## src/rtl/kgp_risc_pkg.sv

```systemverilog
// Shared KGP_RISC definitions: branch-condition encodings, flag bit positions
// in flags_o, and the branch-condition evaluator.
package kgp_risc_pkg;

  typedef enum logic [2:0] {
    BR_ALWAYS = 3'b000,
    BR_ZERO   = 3'b001,
    BR_NZERO  = 3'b010,
    BR_CARRY  = 3'b011,
    BR_NCARRY = 3'b100,
    BR_NEG    = 3'b101,
    BR_GT     = 3'b110,
    BR_OVF    = 3'b111
  } br_cond_e;

  localparam int FLAG_C = 3;
  localparam int FLAG_Z = 2;
  localparam int FLAG_N = 1;
  localparam int FLAG_V = 0;

  // BR_GT is "strictly positive": neither negative nor zero.
  function automatic logic brEval(input logic [2:0] cond, input logic [3:0] f);
    case (br_cond_e'(cond))
      BR_ALWAYS: return 1'b1;
      BR_ZERO:   return f[FLAG_Z];
      BR_NZERO:  return !f[FLAG_Z];
      BR_CARRY:  return f[FLAG_C];
      BR_NCARRY: return !f[FLAG_C];
      BR_NEG:    return f[FLAG_N];
      BR_GT:     return !f[FLAG_N] && !f[FLAG_Z];
      BR_OVF:    return f[FLAG_V];
      default:   return 1'b0;
    endcase
  endfunction

endpackage

```

## src/rtl/alu_flag_wb_unit_if.sv

```systemverilog
// ALU result/flag bus between the ALU/pipeline side (master) and the
// flag + writeback unit (slave), including the register-file writeback port.
interface alu_flag_wb_unit_if #(
  parameter int DATA_W = 32,
  parameter int REG_AW = 5
);
  logic              alu_valid;
  logic              alu_ready;
  logic [DATA_W-1:0] res;
  logic              carryFlag;
  logic              zeroFlag;
  logic              negFlag;
  logic              overflowFlag;
  logic              updateCarry;
  logic              flag_en;
  logic              wb_en;
  logic [REG_AW-1:0] wb_addr_i;
  logic              wb_valid;
  logic              wb_ready;
  logic [DATA_W-1:0] wb_data;
  logic [REG_AW-1:0] wb_addr;
  logic              cin;
  logic [3:0]        flags_o;
  logic [2:0]        br_cond;
  logic              br_taken;

  modport master (
    output alu_valid, res, carryFlag, zeroFlag, negFlag, overflowFlag,
           updateCarry, flag_en, wb_en, wb_addr_i, wb_ready, br_cond,
    input  alu_ready, wb_valid, wb_data, wb_addr, cin, flags_o, br_taken
  );

  modport slave (
    input  alu_valid, res, carryFlag, zeroFlag, negFlag, overflowFlag,
           updateCarry, flag_en, wb_en, wb_addr_i, wb_ready, br_cond,
    output alu_ready, wb_valid, wb_data, wb_addr, cin, flags_o, br_taken
  );
endinterface

```

## src/rtl/wb_fifo.sv

```systemverilog
// Generic DEPTH x WIDTH synchronous FIFO, no bypass: a pushed entry reaches
// the head on the following cycle. DEPTH must be a power of two, >= 2.
module wb_fifo #(
  parameter int DEPTH = 2,
  parameter int WIDTH = 37
) (
  input  logic                       clk,
  input  logic                       rst,
  input  logic                       push_i,
  input  logic                       pop_i,
  input  logic [WIDTH-1:0]           wdata_i,
  output logic [WIDTH-1:0]           rdata_o,
  output logic                       full_o,
  output logic                       empty_o,
  output logic [$clog2(DEPTH+1)-1:0] count_o
);
  localparam int PTR_W = $clog2(DEPTH);
  localparam int CNT_W = $clog2(DEPTH+1);

  logic [WIDTH-1:0] mem_q [DEPTH];
  logic [PTR_W-1:0] wrPtr_q, wrPtr_d, rdPtr_q, rdPtr_d;
  logic [CNT_W-1:0] count_q, count_d;
  logic             doPush, doPop;

  assign full_o  = (count_q == CNT_W'(DEPTH));
  assign empty_o = (count_q == '0);
  assign count_o = count_q;
  assign rdata_o = mem_q[rdPtr_q];
  assign doPush  = push_i && !full_o;
  assign doPop   = pop_i && !empty_o;

  // Power-of-two depth lets the pointers wrap by plain overflow.
  always_comb begin
    wrPtr_d = wrPtr_q;
    rdPtr_d = rdPtr_q;
    count_d = count_q;
    if (doPush) wrPtr_d = wrPtr_q + 1'b1;
    if (doPop)  rdPtr_d = rdPtr_q + 1'b1;
    if (doPush && !doPop)      count_d = count_q + 1'b1;
    else if (doPop && !doPush) count_d = count_q - 1'b1;
  end

  always_ff @(posedge clk or negedge rst) begin
    if (!rst) begin
      wrPtr_q <= '0;
      rdPtr_q <= '0;
      count_q <= '0;
    end else begin
      wrPtr_q <= wrPtr_d;
      rdPtr_q <= rdPtr_d;
      count_q <= count_d;
    end
  end

  always_ff @(posedge clk) begin
    if (doPush) mem_q[wrPtr_q] <= wdata_i;
  end

endmodule

```

## src/rtl/alu_flag_wb_unit.sv

```systemverilog
// Consumer of ALU results: maintains the C/Z/N/V flag register, feeds carry
// back to the ALU, decodes branch conditions and buffers regfile writebacks.
module alu_flag_wb_unit
  import kgp_risc_pkg::*;
#(
  parameter int DATA_W = 32,
  parameter int REG_AW = 5,
  parameter int DEPTH  = 2
) (
  input logic               clk,
  input logic               rst,
  alu_flag_wb_unit_if.slave bus
);
  localparam int CNT_W = $clog2(DEPTH+1);

  logic [3:0]               flags_q, flags_d;
  logic                     accept, push, pop, full, empty;
  logic [CNT_W-1:0]         count;
  logic [REG_AW+DATA_W-1:0] headEntry;

  // Flag-only ops are also held off while full so flags stay ordered with writebacks.
  assign bus.alu_ready = !full;
  assign accept        = bus.alu_valid && !full;
  assign push          = accept && bus.wb_en;
  assign pop           = bus.wb_ready && (count != '0);

  assign bus.wb_valid  = !empty;
  assign bus.wb_data   = headEntry[DATA_W-1:0];
  assign bus.wb_addr   = headEntry[REG_AW+DATA_W-1:DATA_W];
  assign bus.flags_o   = flags_q;
  assign bus.cin       = flags_q[FLAG_C];
  assign bus.br_taken  = brEval(bus.br_cond, flags_q);

  always_comb begin
    flags_d = flags_q;
    if (accept) begin
      if (bus.flag_en) begin
        flags_d[FLAG_Z] = bus.zeroFlag;
        flags_d[FLAG_N] = bus.negFlag;
        flags_d[FLAG_V] = bus.overflowFlag;
      end
      if (bus.updateCarry) flags_d[FLAG_C] = bus.carryFlag;
    end
  end

  always_ff @(posedge clk or negedge rst) begin
    if (!rst) flags_q <= '0;
    else      flags_q <= flags_d;
  end

  wb_fifo #(
    .DEPTH (DEPTH),
    .WIDTH (REG_AW + DATA_W)
  ) u_wb_fifo (
    .clk     (clk),
    .rst     (rst),
    .push_i  (push),
    .pop_i   (pop),
    .wdata_i ({bus.wb_addr_i, bus.res}),
    .rdata_o (headEntry),
    .full_o  (full),
    .empty_o (empty),
    .count_o (count)
  );

endmodule

```

## src/flat_wrapper.sv

```systemverilog
// flat-port wrapper written by rule: the top's interface ports become plain ports
module alu_flag_wb_unit_flat import kgp_risc_pkg::*;
#(
  parameter int DATA_W = 32,
  parameter int REG_AW = 5,
  parameter int DEPTH  = 2
)
  (clk, rst, bus_alu_valid, bus_res, bus_carryFlag, bus_zeroFlag, bus_negFlag, bus_overflowFlag, bus_updateCarry, bus_flag_en, bus_wb_en, bus_wb_addr_i, bus_wb_ready, bus_br_cond, bus_alu_ready, bus_wb_valid, bus_wb_data, bus_wb_addr, bus_cin, bus_flags_o, bus_br_taken);
  alu_flag_wb_unit_if #(.DATA_W(DATA_W), .REG_AW(REG_AW)) bus_i ();
  input logic clk;
  input logic rst;
  input wire logic [$bits(bus_i.alu_valid)-1:0] bus_alu_valid;
  input wire logic [$bits(bus_i.res)-1:0] bus_res;
  input wire logic [$bits(bus_i.carryFlag)-1:0] bus_carryFlag;
  input wire logic [$bits(bus_i.zeroFlag)-1:0] bus_zeroFlag;
  input wire logic [$bits(bus_i.negFlag)-1:0] bus_negFlag;
  input wire logic [$bits(bus_i.overflowFlag)-1:0] bus_overflowFlag;
  input wire logic [$bits(bus_i.updateCarry)-1:0] bus_updateCarry;
  input wire logic [$bits(bus_i.flag_en)-1:0] bus_flag_en;
  input wire logic [$bits(bus_i.wb_en)-1:0] bus_wb_en;
  input wire logic [$bits(bus_i.wb_addr_i)-1:0] bus_wb_addr_i;
  input wire logic [$bits(bus_i.wb_ready)-1:0] bus_wb_ready;
  input wire logic [$bits(bus_i.br_cond)-1:0] bus_br_cond;
  output wire logic [$bits(bus_i.alu_ready)-1:0] bus_alu_ready;
  output wire logic [$bits(bus_i.wb_valid)-1:0] bus_wb_valid;
  output wire logic [$bits(bus_i.wb_data)-1:0] bus_wb_data;
  output wire logic [$bits(bus_i.wb_addr)-1:0] bus_wb_addr;
  output wire logic [$bits(bus_i.cin)-1:0] bus_cin;
  output wire logic [$bits(bus_i.flags_o)-1:0] bus_flags_o;
  output wire logic [$bits(bus_i.br_taken)-1:0] bus_br_taken;
  assign bus_i.alu_valid = bus_alu_valid;
  assign bus_i.res = bus_res;
  assign bus_i.carryFlag = bus_carryFlag;
  assign bus_i.zeroFlag = bus_zeroFlag;
  assign bus_i.negFlag = bus_negFlag;
  assign bus_i.overflowFlag = bus_overflowFlag;
  assign bus_i.updateCarry = bus_updateCarry;
  assign bus_i.flag_en = bus_flag_en;
  assign bus_i.wb_en = bus_wb_en;
  assign bus_i.wb_addr_i = bus_wb_addr_i;
  assign bus_i.wb_ready = bus_wb_ready;
  assign bus_i.br_cond = bus_br_cond;
  assign bus_alu_ready = bus_i.alu_ready;
  assign bus_wb_valid = bus_i.wb_valid;
  assign bus_wb_data = bus_i.wb_data;
  assign bus_wb_addr = bus_i.wb_addr;
  assign bus_cin = bus_i.cin;
  assign bus_flags_o = bus_i.flags_o;
  assign bus_br_taken = bus_i.br_taken;
  alu_flag_wb_unit #(.DATA_W(DATA_W), .REG_AW(REG_AW), .DEPTH(DEPTH)) u_core (.clk(clk), .rst(rst), .bus(bus_i));
endmodule
```

## config.mk

```make
export PLATFORM = sky130hd
export DESIGN_NAME = alu_flag_wb_unit_flat
export DESIGN_NICKNAME = d
export VERILOG_FILES = /design/src/rtl/kgp_risc_pkg.sv /design/src/rtl/alu_flag_wb_unit_if.sv /design/src/rtl/wb_fifo.sv /design/src/rtl/alu_flag_wb_unit.sv /design/src/flat_wrapper.sv
export SDC_FILE = /design/constraint.sdc
export NUM_CORES = 1
export LEC_CHECK = 0
export ABC_CLOCK_PERIOD_IN_PS = 3500
export CORE_ASPECT_RATIO = 1.5
export CORE_MARGIN = 2
export CORE_UTILIZATION = 45
export DETAILED_ROUTE_END_ITERATION = 16
export PLACE_DENSITY_LB_ADDON = 0.1
export RECOVER_POWER = 100
export SYNTH_ARGS = -nofsm -noshare
export SYNTH_HDL_FRONTEND = slang
export SYNTH_SLANG_ARGS = --single-unit
```

## constraint.sdc

```tcl
create_clock -name clk -period 3.5 [get_ports clk]
set_clock_uncertainty 0.15 [all_clocks]
set_input_delay 0.35 -clock clk [delete_from_list [all_inputs] [get_ports clk]]
set_output_delay 0.35 -clock clk [all_outputs]
set_load 0.02 [all_outputs]
```

# After elaboration in Yosys (flattened, before gate mapping)
# Memory sizes are Yosys's and may differ from the RTL's.
# Cells that the tools add are included.
# Widths: inputs -> output; s select.
[word_totals]
out_inout_bits = 45
mem_bits_rw = 74
reg_bits = 8
n_memories = 1
[memory_table]
columns = ["name", "words", "word_bits", "read_ports", "rd_clocked_by_memory_dff", "wr", "line", "rtl"]
rows = [
  ["u_core.u_wb_fifo.mem_q", 2, 37, 1, 0, 1, "wb_fifo.sv:20", "logic [WIDTH-1:0] mem_q [DEPTH];"],
]
[op_classes]
addsub = 4
reduce_logical = 21
n_eq_ne = 8
mux = 5
[ops]
columns = ["operator", "count"]
rows = [
  ["$eq 3x3->1 const B", 4],
  ["$logic_and 1x1->1", 8],
  ["$pmux 1 s8", 1],
  ["$logic_not 1->1", 7],
  ["$eq 3x2->1 const B", 2],
  ["$mux 2", 2],
  ["$reduce_and 2->1", 2],
  ["$reduce_bool 2->1", 2],
  ["$eq 3x1->1 const B", 1],
  ["$logic_not 3->1", 1],
  ["$add 1x1->1 const B", 2],
  ["$add 2x1->2 const B", 1],
  ["$eq 2x2->1 const B", 1],
  ["$logic_not 2->1", 1],
  ["$mux 1", 2],
  ["$sub 2x1->2 const B", 1],
]

# Logic depth before layout (Yosys ltp)
[logic_depth]
ltp_word = 9
depth_mapped = 7
depth_no_buf = 7

# Hierarchy
# A second synthesis with hierarchy kept.
[unflattened]
cells_unflattened = 154
area_unflattened_um2 = 3186.8
[modules_own_cells]
columns = ["module", "n_inst", "area_per_inst_um2", "seq_area_each_um2", "cells_each"]
rows = [
  ["wb_fifo", 1, 2949.1, 2322.2, 134],
  ["alu_flag_wb_unit", 1, 237.7, 100.1, 20],
]

# Worst setup path before layout
# OpenSTA, ideal clock, no wires.
[synth_timing]
path_type = "register -> register"
startpoint = "register u_core.u_wb_fifo.count_q[0], in the netlist u_core.u_wb_fifo.count_o[0]"
endpoint = "memory u_core.u_wb_fifo.mem_q[0][0], enable pin"
setup_ns = 0.431
path_slack_ns = 0.583
period_less_slack_ns = 2.917
stages_incl_launch_ff = 4
required_time_ns = 2.919
arrival_time_ns = 2.335
n_path_buf = 0
path_cell_list = "dfrtp_1 -> nand2b_4 -> nand3_1 -> nor2_1"
[synth_via]
elab_chain_len = 7
[synth_rtl]
columns = ["element", "line", "rtl"]
rows = [
  ["start: declaration", "wb_fifo.sv:22", "logic [CNT_W-1:0] count_q, count_d;"],
  ["start signal: assignment", "wb_fifo.sv:51", "count_q <= count_d;"],
  ["$eq 2x2->1 *", "wb_fifo.sv:25", "assign full_o = (count_q == CNT_W'(DEPTH));"],
  ["$logic_not 1->1 *", "--", ""],
  ["via bus_alu_ready", "flat_wrapper.sv:24", "output wire logic [$bits(bus_i.alu_ready)-1:0] bus_alu_ready;"],
  ["$logic_and 1x1->1", "alu_flag_wb_unit.sv:23", "assign accept = bus.alu_valid && !full;"],
  ["$logic_and 1x1->1", "alu_flag_wb_unit.sv:24", "assign push = accept && bus.wb_en;"],
  ["$logic_and 1x1->1 *", "wb_fifo.sv:29", "assign doPush = push_i && !full_o;"],
  ["$mux 1 *", "wb_fifo.sv:56", "if (doPush) mem_q[wrPtr_q] <= wdata_i;"],
  ["$mux 1 (implied by the code) *", "wb_fifo.sv:56", ""],
  ["end: declaration", "wb_fifo.sv:20", ""],
]
# Mark *: on every way through the listed nets, which the timed path passes. The rest lies on a longest branch.

# Worst setup path in the final report
[layout_timing]
startpoint = "register u_core.u_wb_fifo.rdPtr_q"
endpoint = "output port bus_wb_data[9]"
[layout_via]
elab_chain_len = 1
[layout_rtl]
columns = ["element", "line", "rtl"]
rows = [
  ["start: declaration", "wb_fifo.sv:21", "logic [PTR_W-1:0] wrPtr_q, wrPtr_d, rdPtr_q, rdPtr_d;"],
  ["start signal: assignment", "wb_fifo.sv:50", "rdPtr_q <= rdPtr_d;"],
  ["$mem_v2 2x37", "--", ""],
  ["end: declaration", "flat_wrapper.sv:26", "output wire logic [$bits(bus_i.wb_data)-1:0] bus_wb_data;"],
]
# Every way passes these cells.

==> flow_summary.ini <==
[place]
place_congestion = 0.665
hpwl_mm = 3.74
io_buffers = 95

[sta]
slew_headroom_pct = 10.3
rsz0062_at_grt = false
worst_slew_pin_slew_ns = 1.34
hold_viol = 0
fmax_mhz = 333
fin_tns_setup_ns = 0
drv_slew = 0
setup_viol = 0
fin_crit_ns = 3.00
post-route-period-util_pct = 85.7

[clock_tree]
ctsHtreeMaxLevel = 3
clock_latency_ns = 0.34
cts-buffers-inserted = 9
clock-root-buffer = clkbuf_8
cts_tree = built
cts.sinks = 82
hold_buffers = 0
cts_repair_resize_count = 0
clk_path_buf_depth = 2
cts_setup_buffers = 0
clk_pin_slew_ns = 0.08

[finish]
antenna_cells = 0
final_cell_mix = 79 x dlygate4sd3_1, 74 x edfxtp_1, 32 x mux2_2
layout_commonest_cell = dlygate4sd3_1
nNetsFinal = 305
drive_gt1_share_pct = 21.3
syn2layout_area_growth_pct = 38.4

[floorplan]
die-area_mm2 = 0.00764
design.core.area_mm2 = 0.00681
die_x_um = 72.0
die_h_um = 106
start_util_pct = 45.9
num_rows = 37
io_pins = 96

[drt]
vias = 1667
vias_per_cell = 4.96
routed_wl_mm = 5.39
postRouteAntennaNets = 0
first_pass_iters = 2
drc = 0
wl_per_cell_um = 16.0
first_iter_violations = 68

[worst_setup_path]
worstPathRequired_ns = 3.00
cp_top_family = buffers and inverters
endpoint = bus_wb_data[9]
cp_slowest_stage_delay_ns = 0.89
critPathArrivalTime_ns = 2.50
crit_path_start = u_core.u_wb_fifo.rdPtr_q$_DFFE_PN0P_
slowest_stage = dfrtp_1
rrSetupSlack_ns = 0.63
crit-reg2reg-launch = u_core.u_wb_fifo.count_o[0]$_DFFE_PN0P_
path_depth = 3
worstSetupStartpointType = flip-flop
rr_worst_depth = 4
critPathMaxFanout = 21
crit_chain = buf_12 -> mux2_2 -> dlygate4sd3_1
regToRegEndpoint = u_core.u_wb_fifo.mem_q[1][19]$_DFFE_PP_
critPathBufInv = 2
path_class = flip-flop to output port
cp-end-kind = output port

[global_routing]
grt_usage_pct = 15.2
grt_pass1_wl_mm = 8.47
antenna_found_initial = 0
grt_max_degree = 26
use_met3_pct = 4.83
grt_pass1_vias = 1823
met2_usage_pct = 26.6
use_met1_pct = 15.8
grt-ovfl-total = 0
busiest_layer = met2

[yosys]
ys_seq_area_share_pct = 77.5
synth_area_mm2 = 0.00312
syn-instance-count = 149
yosysUniqueCellTypes = 22
synth_top_area_share_pct = 71.1
synth_area_leader_cell = edfxtp_1
syn-num-nets = 201
syn-mean-instance-area_um2 = 21.0
ys_warn_count = 0
synthTopCellsByArea = edfxtp_1 71%, mux2_2 12%, dfrtp_1 6.4%, mux2_4 2.4%, mux2_1 1.8%
synth_seq_cells = 82

[pwr]
finalPower_mw = 3.04
vdd_drop_max_uv = 409
p_per_area_mw_per_mm2 = 703
p_leak_nw = 1.53

[flow_run]
drv_cap = 0

[status]
status = finished, final reports clean

[worst_hold_path]
min_path_type = primary input to async pin
routing by layer:
layer	vias up	routed length [µm]
li1	791	-
met5	-	0
met2	66	2870
met4	0	113
met3	9	353
met1	801	2050
cell families (layout without fill, tap and decap cells):
logic type	after synthesis	after routing	synth area share, %
mux	43	43	16.5
fa+ha+maj	1	1	0.400
simple gates	9	9	2.16
flops	82	82	77.5
xor+xnor	5	5	1.40
compound gates	2	2	0.521
buf+inv	7	116	1.52
worst register-to-register path, cell delays in order, from the launching register on:
cell	delay, ns
dfrtp_1	0.41
nand2b_1	0.21
nand3_1	0.19
nor2_1	0.85
clkbuf_2	0.69
synth_stat cells:
cell and n:
edfxtp_1 74, mux2_2 32, dfrtp_1 8, mux2_1 5
mux2_4 5, nor2_1 3, xnor2_1 3, buf_2 2
buf_6 2, inv_1 2, xor2_1 2, a21o_1 1
a221oi_1 1, buf_4 1, ha_1 1, mux4_2 1
nand2_1 1, nand2b_4 1, nand3_1 1, nand3_2 1
nand3_4 1, or2_2 1
state kept, by name (all words and copies together), names as in the netlist:
name and cells:
u_core.u_wb_fifo.mem_q 74, u_core.bus.flags_o 4, u_core.u_wb_fifo.count_o 2, u_core.u_wb_fifo.rdPtr_q 1, u_core.u_wb_fifo.wrPtr_q 1
where the power goes:
part,total [mW],internal [mW],switching [mW]
Clock,0.597,0.294,0.304
Combinational,1.10,0.571,0.529
Sequential,1.34,1.24,0.106
through the flow:
step / hold slack [ns] / std cells / utilization [%] / setup slack, ns / instance area [µm²]
after floorplan: -0.0956 / 149 / - / 0.583 / 3120
after global placement: 0.371 / 320 / 61.8 / 0.881 / 4210
after detailed placement: 0.384 / 320 / 61.8 / 0.871 / 4210
after CTS: 0.122 / 336 / 64.4 / 0.795 / 4380
after global routing: 0.212 / 336 / 63.5 / 0.369 / 4320
final: 0.202 / 336 / 63.5 / 0.500 / 4320
worst min-delay path by stage:
stage / end / slack [ns] / startpoint
finish: u_core.u_wb_fifo.count_o[1]$_DFFE_PN0P_ / 0.20 / rst
global route: u_core.u_wb_fifo.count_o[1]$_DFFE_PN0P_ / 0.21 / rst
CTS: u_core.u_wb_fifo.count_o[1]$_DFFE_PN0P_ / 0.12 / rst
detailed placement: u_core.u_wb_fifo.count_o[0]$_DFFE_PN0P_ / 0.38 / u_core.u_wb_fifo.count_o[0]$_DFFE_PN0P_
global placement: u_core.u_wb_fifo.count_o[0]$_DFFE_PN0P_ / 0.37 / u_core.u_wb_fifo.count_o[0]$_DFFE_PN0P_
floorplan: u_core.bus.flags_o[0]$_DFFE_PN0P_ / -0.1 / rst
layout make-up:
cell class | instances | area, µm²
Timing Repair Buffer | 98 | 996
Multi-Input combinational cell | 60 | 627
Fill cell | 523 | 2480
Sequential cell | 82 | 2420
Clock inverter | 3 | 15.0
Inverter | 2 | 7.51
Clock buffer | 13 | 159
Tap cell | 78 | 97.6
(Power assumes the default switching activity.)
==> edit 1: new RTL, same settings <==
`DATA_W` is set to 32 in 3 places; all go to 28.
--- a/src/rtl/alu_flag_wb_unit_if.sv
+++ b/src/rtl/alu_flag_wb_unit_if.sv
@@ -3,3 +3,3 @@
 interface alu_flag_wb_unit_if #(
-  parameter int DATA_W = 32,
+  parameter int DATA_W = 28,
   parameter int REG_AW = 5
--- a/src/rtl/alu_flag_wb_unit.sv
+++ b/src/rtl/alu_flag_wb_unit.sv
@@ -5,3 +5,3 @@
 #(
-  parameter int DATA_W = 32,
+  parameter int DATA_W = 28,
   parameter int REG_AW = 5,
--- a/src/flat_wrapper.sv
+++ b/src/flat_wrapper.sv
@@ -3,3 +3,3 @@
 #(
-  parameter int DATA_W = 32,
+  parameter int DATA_W = 28,
   parameter int REG_AW = 5,
Interface: changed (resized bus_res and bus_wb_data); port bits go from 96 to 88. No check against the original RTL was run, so the function may have changed too.
==> edit 1 against the unedited design <==
Wire length fell by 2.1%; sequential cell count fell by 8; hold slack improved by 0.014 ns; area after synthesis fell by 9.5%; cell area decreased by 8.2%; total power shrank 4.4%; sequential share of layout area fell by 1.1 points; via count shrank 6.9%; worst setup slack gained 0.15 ns.
==> edit 1: results <==
{
  "status": "complete, no violations",
  "yosys-top-cells-count": "edfxtp_1, mux2_2, dfrtp_1",
  "place_hpwl_mm": 3.86,
  "portBuffers": 87,
  "internal_power_mw": 2.03,
  "m1WireLength_mm": 1.71,
  "final_net_count": 282,
  "met2RoutedLength_mm": 3.03,
  "worstPathMaxFanout": 13,
  "via_count": 1552,
  "slowest_stage": "dfrtp_1",
  "dpl.cell_count": 297,
  "grt_start_max_net_pins": 22,
  "total_leakage_power_nw": 1.41,
  "use_met1_pct": 16.2,
  "yosys-top-cells-area": "edfxtp_1, mux2_2, dfrtp_1",
  "relative_max_transition_margin_pct": 26.8,
  "number_of_flip_flops_in_the_largest_register": 66,
  "synth_enable_flop_cells": 66,
  "met3_wirelength_microns": 427,
  "non_filler_instance_count_after_layout": 314,
  "synth.avg_cell_area_sq_um": 20.6,
  "yosys.cell_types.count": 20,
  "synthesis.nets": 185,
  "drt-pass1-iter-count": 4,
  "synthArstFlopShare_pct": 10.8,
  "pre_cts_slack_ns": 0.837,
  "routed_wirelength_mm": 5.28,
  "globalRouteTotalUtil_pct": 17.0,
  "wire_length_of_the_first_global_routing_pass_mm": 8.13,
  "irDropWorstVdd_mv": 0.353,
  "critical_path.max_stage_delay_ns": 0.68,
  "drive_gt1_share_pct": 23.8,
  "met2_usage_pct": 29.8,
  "grt_pass1_vias": 1731,
  "cp_data_arrival_time_ns": 2.35
}
edit 1: worst max-delay path, delay by kind of cell (launching register included):
| kind | cells | cell delay (ns) |
|---|---|---|
| buffers and inverters | 2 | 0.97 |
| flip-flops | 1 | 0.68 |
| multiplexers | 1 | 0.36 |
edit 1: worst paths after layout:
path	to	slack [ns]	cells after the start
hold / removal	u_core.bus.flags_o[0]	0.22	1
setup / recovery	bus_wb_data[13]	0.65	3
hold reg to reg	u_core.u_wb_fifo.count_o[1]	0.35	1
max in group asynchronous	u_core.u_wb_fifo.rdPtr_q	2.70	1
min in group clk	u_core.u_wb_fifo.count_o[1]	0.35	1
setup reg to reg	u_core.u_wb_fifo.mem_q[1][31]	0.71	4
edit 1: final cells by class:
class | count | area [sq um]
Antenna cell | 1 | 2.50
Multi-Input combinational cell | 56 | 581
Clock inverter | 6 | 81.3
Timing Repair Buffer | 91 | 896
Clock buffer | 10 | 128
Tap cell | 74 | 92.6
Inverter | 2 | 7.51
Fill cell | 473 | 2160
Sequential cell | 74 | 2180
edit 1: through the flow:
stage	hold WS, ns	power, mW	area [sq um]
floorplan	-0.0956	1.87	2830
global placement	0.363	2.34	3810
detailed placement	0.381	2.37	3810
CTS	0.156	3.06	4020
global route	0.224	3.06	3970
finish	0.216	2.91	3970
edit 1: kinds of logic after synthesis:
logic type | share of synthesized area (%)
flops | 77.2
buf+inv | 1.33
compound gates | 0.796
mux | 16.3
xor+xnor | 1.55
simple gates | 2.39
fa+ha+maj | 0.442
edit 1: power by group through the flow:
stage | Sequential, mW | Clock [mW] | Combinational (mW)
floorplan | 1.22 | 0 | 0.656
global placement | 1.22 | 0 | 1.12
detailed placement | 1.24 | 0 | 1.13
CTS | 1.22 | 0.705 | 1.14
global route | 1.23 | 0.739 | 1.09
finish | 1.21 | 0.688 | 1.01
==> edit 2: new RTL, same flow settings <==
Made on the original files. Make the reset (`rst`) synchronous in 2 clocked blocks.
--- a/src/rtl/wb_fifo.sv
+++ b/src/rtl/wb_fifo.sv
@@ -42,3 +42,3 @@
 
-  always_ff @(posedge clk or negedge rst) begin
+  always_ff @(posedge clk) begin
     if (!rst) begin
--- a/src/rtl/alu_flag_wb_unit.sv
+++ b/src/rtl/alu_flag_wb_unit.sv
@@ -45,3 +45,3 @@
 
-  always_ff @(posedge clk or negedge rst) begin
+  always_ff @(posedge clk) begin
     if (!rst) flags_q <= '0;
Check against the original RTL: differs if rst is asserted again (counterexample within 4 cycles, from zero or initial values and one cycle with rst low); with rst held inactive, the same outputs for 10 cycles.
==> edit 2 against the unedited design <==
The flow now finishes with violations (capacitance limit); area after synthesis up 0.68%; sequential power down 7%; first-iteration DRC count up 29%; via count up 5.2%; critical path depth unchanged; worst setup slack better by 0.076 ns; cell count up 4.2%; cell area up 1.9%; sequential cell count up 1; total power down 6.6%; wire length up 3.3%.
==> edit 2: results <==
{
  "portBuffers": 95,
  "yosys-top-cells-area": "edfxtp_1, mux2_2, dfxtp_1",
  "antenna_cells_inserted": 0,
  "synth.area.mux_share_pct": 15.9,
  "yosys.cell_types.count": 27,
  "worstPathMaxFanout": 18,
  "globalRouteTotalUtil_pct": 15.3,
  "internal_power_mw": 2.07,
  "tightestPinTransition_ns": 1.50,
  "final_core_util_pct": 64.7,
  "registers.top_by_ff_count": "u_core.u_wb_fifo.mem_q",
  "post_cts.resized_instances": 0,
  "via_count": 1754,
  "grt_start_max_net_pins": 24,
  "final_net_count": 319,
  "synth.avg_cell_area_sq_um": 19.2,
  "final_weighted_congestion_in_routability_driven_placement": 0.685,
  "synthArstFlopShare_pct": 0,
  "power.switching_fraction_pct": 27.1,
  "slowest_stage": "dfxtp_1",
  "hold_ws_ns": 0.344,
  "synth-compound-area-share_pct": 1.07,
  "drv_cap": 1,
  "regToRegStartpoint": "u_core.u_wb_fifo.count_o[0]",
  "hold_path.startpoint": "u_core.bus.flags_o[1]",
  "synth_sequential_area_ratio_pct": 76.4,
  "irDropWorstVdd_mv": 0.435,
  "critical_path.max_stage_delay_ns": 0.85,
  "worst_r2r_endpoint": "u_core.u_wb_fifo.mem_q[1][6]",
  "routed_wire_length_per_instance_microns": 15.9,
  "power.clock.fraction_pct": 26.6,
  "power.combinational.fraction_pct": 29.6,
  "status": "complete, but fails checks",
  "wire_length_of_the_first_global_routing_pass_mm": 8.67,
  "place_hpwl_mm": 3.85,
  "drt-pass1-iter-count": 4,
  "timing.hold.worst_endpoint": "u_core.bus.flags_o[1]",
  "post_synth_xor_area_fraction_pct": 0.835,
  "number_of_flip_flops_in_the_largest_register": 74,
  "violated_checks": "capacitance limit",
  "non_filler_instance_count_after_layout": 350,
  "drive_gt1_share_pct": 22.1,
  "layout.filler_cells": 512,
  "hold_class": "flip-flop to flip-flop",
  "antenna_found_initial": 0,
  "clkTransAtPathRegs_ns": 0.07,
  "dpl.cell_count": 334,
  "drc_errors": 0,
  "post_synth_adder_cell_area_pct": 0.398,
  "total_leakage_power_nw": 1.54,
  "synthesis.nets": 216,
  "yosys-top-cells-count": "edfxtp_1, mux2_2, dfxtp_1, nand2_1, mux2i_1",
  "cp_data_arrival_time_ns": 2.42,
  "drt-initial-drc-count": 88,
  "pre_cts_slack_ns": 0.787
}
## edit 2: cell types whose count changed after synthesis, sizes merged, moves of 3 or more
cell	before	now
mux2i	0	5
dfrtp	8	0
and2	0	4
nor2	3	0
dfxtp	0	9
mux2	42	38
nand2	1	9
## edit 2: cell type report
| cell class | instances | area share (%) |
|---|---|---|
| multi-input cells | 74 | 15.6 |
| flip-flops and latches | 83 | 54.5 |
| clock inverters | 4 | 1.65 |
| well taps | 78 | 2.22 |
| repair buffers | 99 | 22.5 |
| clock buffers | 12 | 3.52 |
## edit 2: layer usage
metal,share of wire (%),vias up,global-route usage [%]
li1,-,827,-
met1,36,862,15.9
met2,56,59,26.7
met3,6.4,6,4.27
met4,1.4,0,9.30
met5,0,-,0
## edit 2: cells by family (layout without fill, tap and decap cells)
| logic type | count (synthesis) | in the layout |
|---|---|---|
| DFF | 83 | 83 |
| AOI/OAI and AO/OA | 5 | 5 |
| adders and majority gates | 1 | 1 |
| xor gates and xnor gates | 3 | 3 |
| and+or+nand+nor | 21 | 21 |
| buffers and inverters | 7 | 115 |
| muxes | 44 | 44 |
## edit 2: worst register-to-register path, delay by kind of cell (launching register included)
family | cells | cell delay, ns
flops | 1 | 0.42
buf+inv | 1 | 0.68
simple gates | 3 | 1.27
## edit 2: worst max path at each step
stage	from	end	slack, ns	cells after the start
after floorplan	u_core.u_wb_fifo.count_o[0]	u_core.u_wb_fifo.mem_q[0][0]	0.42	3
final	flip-flop	bus_wb_data[3]	0.58	3
after global placement	bus_br_cond[1]	bus_br_taken	0.86	5
after CTS	bus_br_cond[1]	bus_br_taken	0.78	5
after detailed placement	bus_br_cond[1]	bus_br_taken	0.79	5
after global routing	flip-flop	bus_wb_data[9]	0.41	3
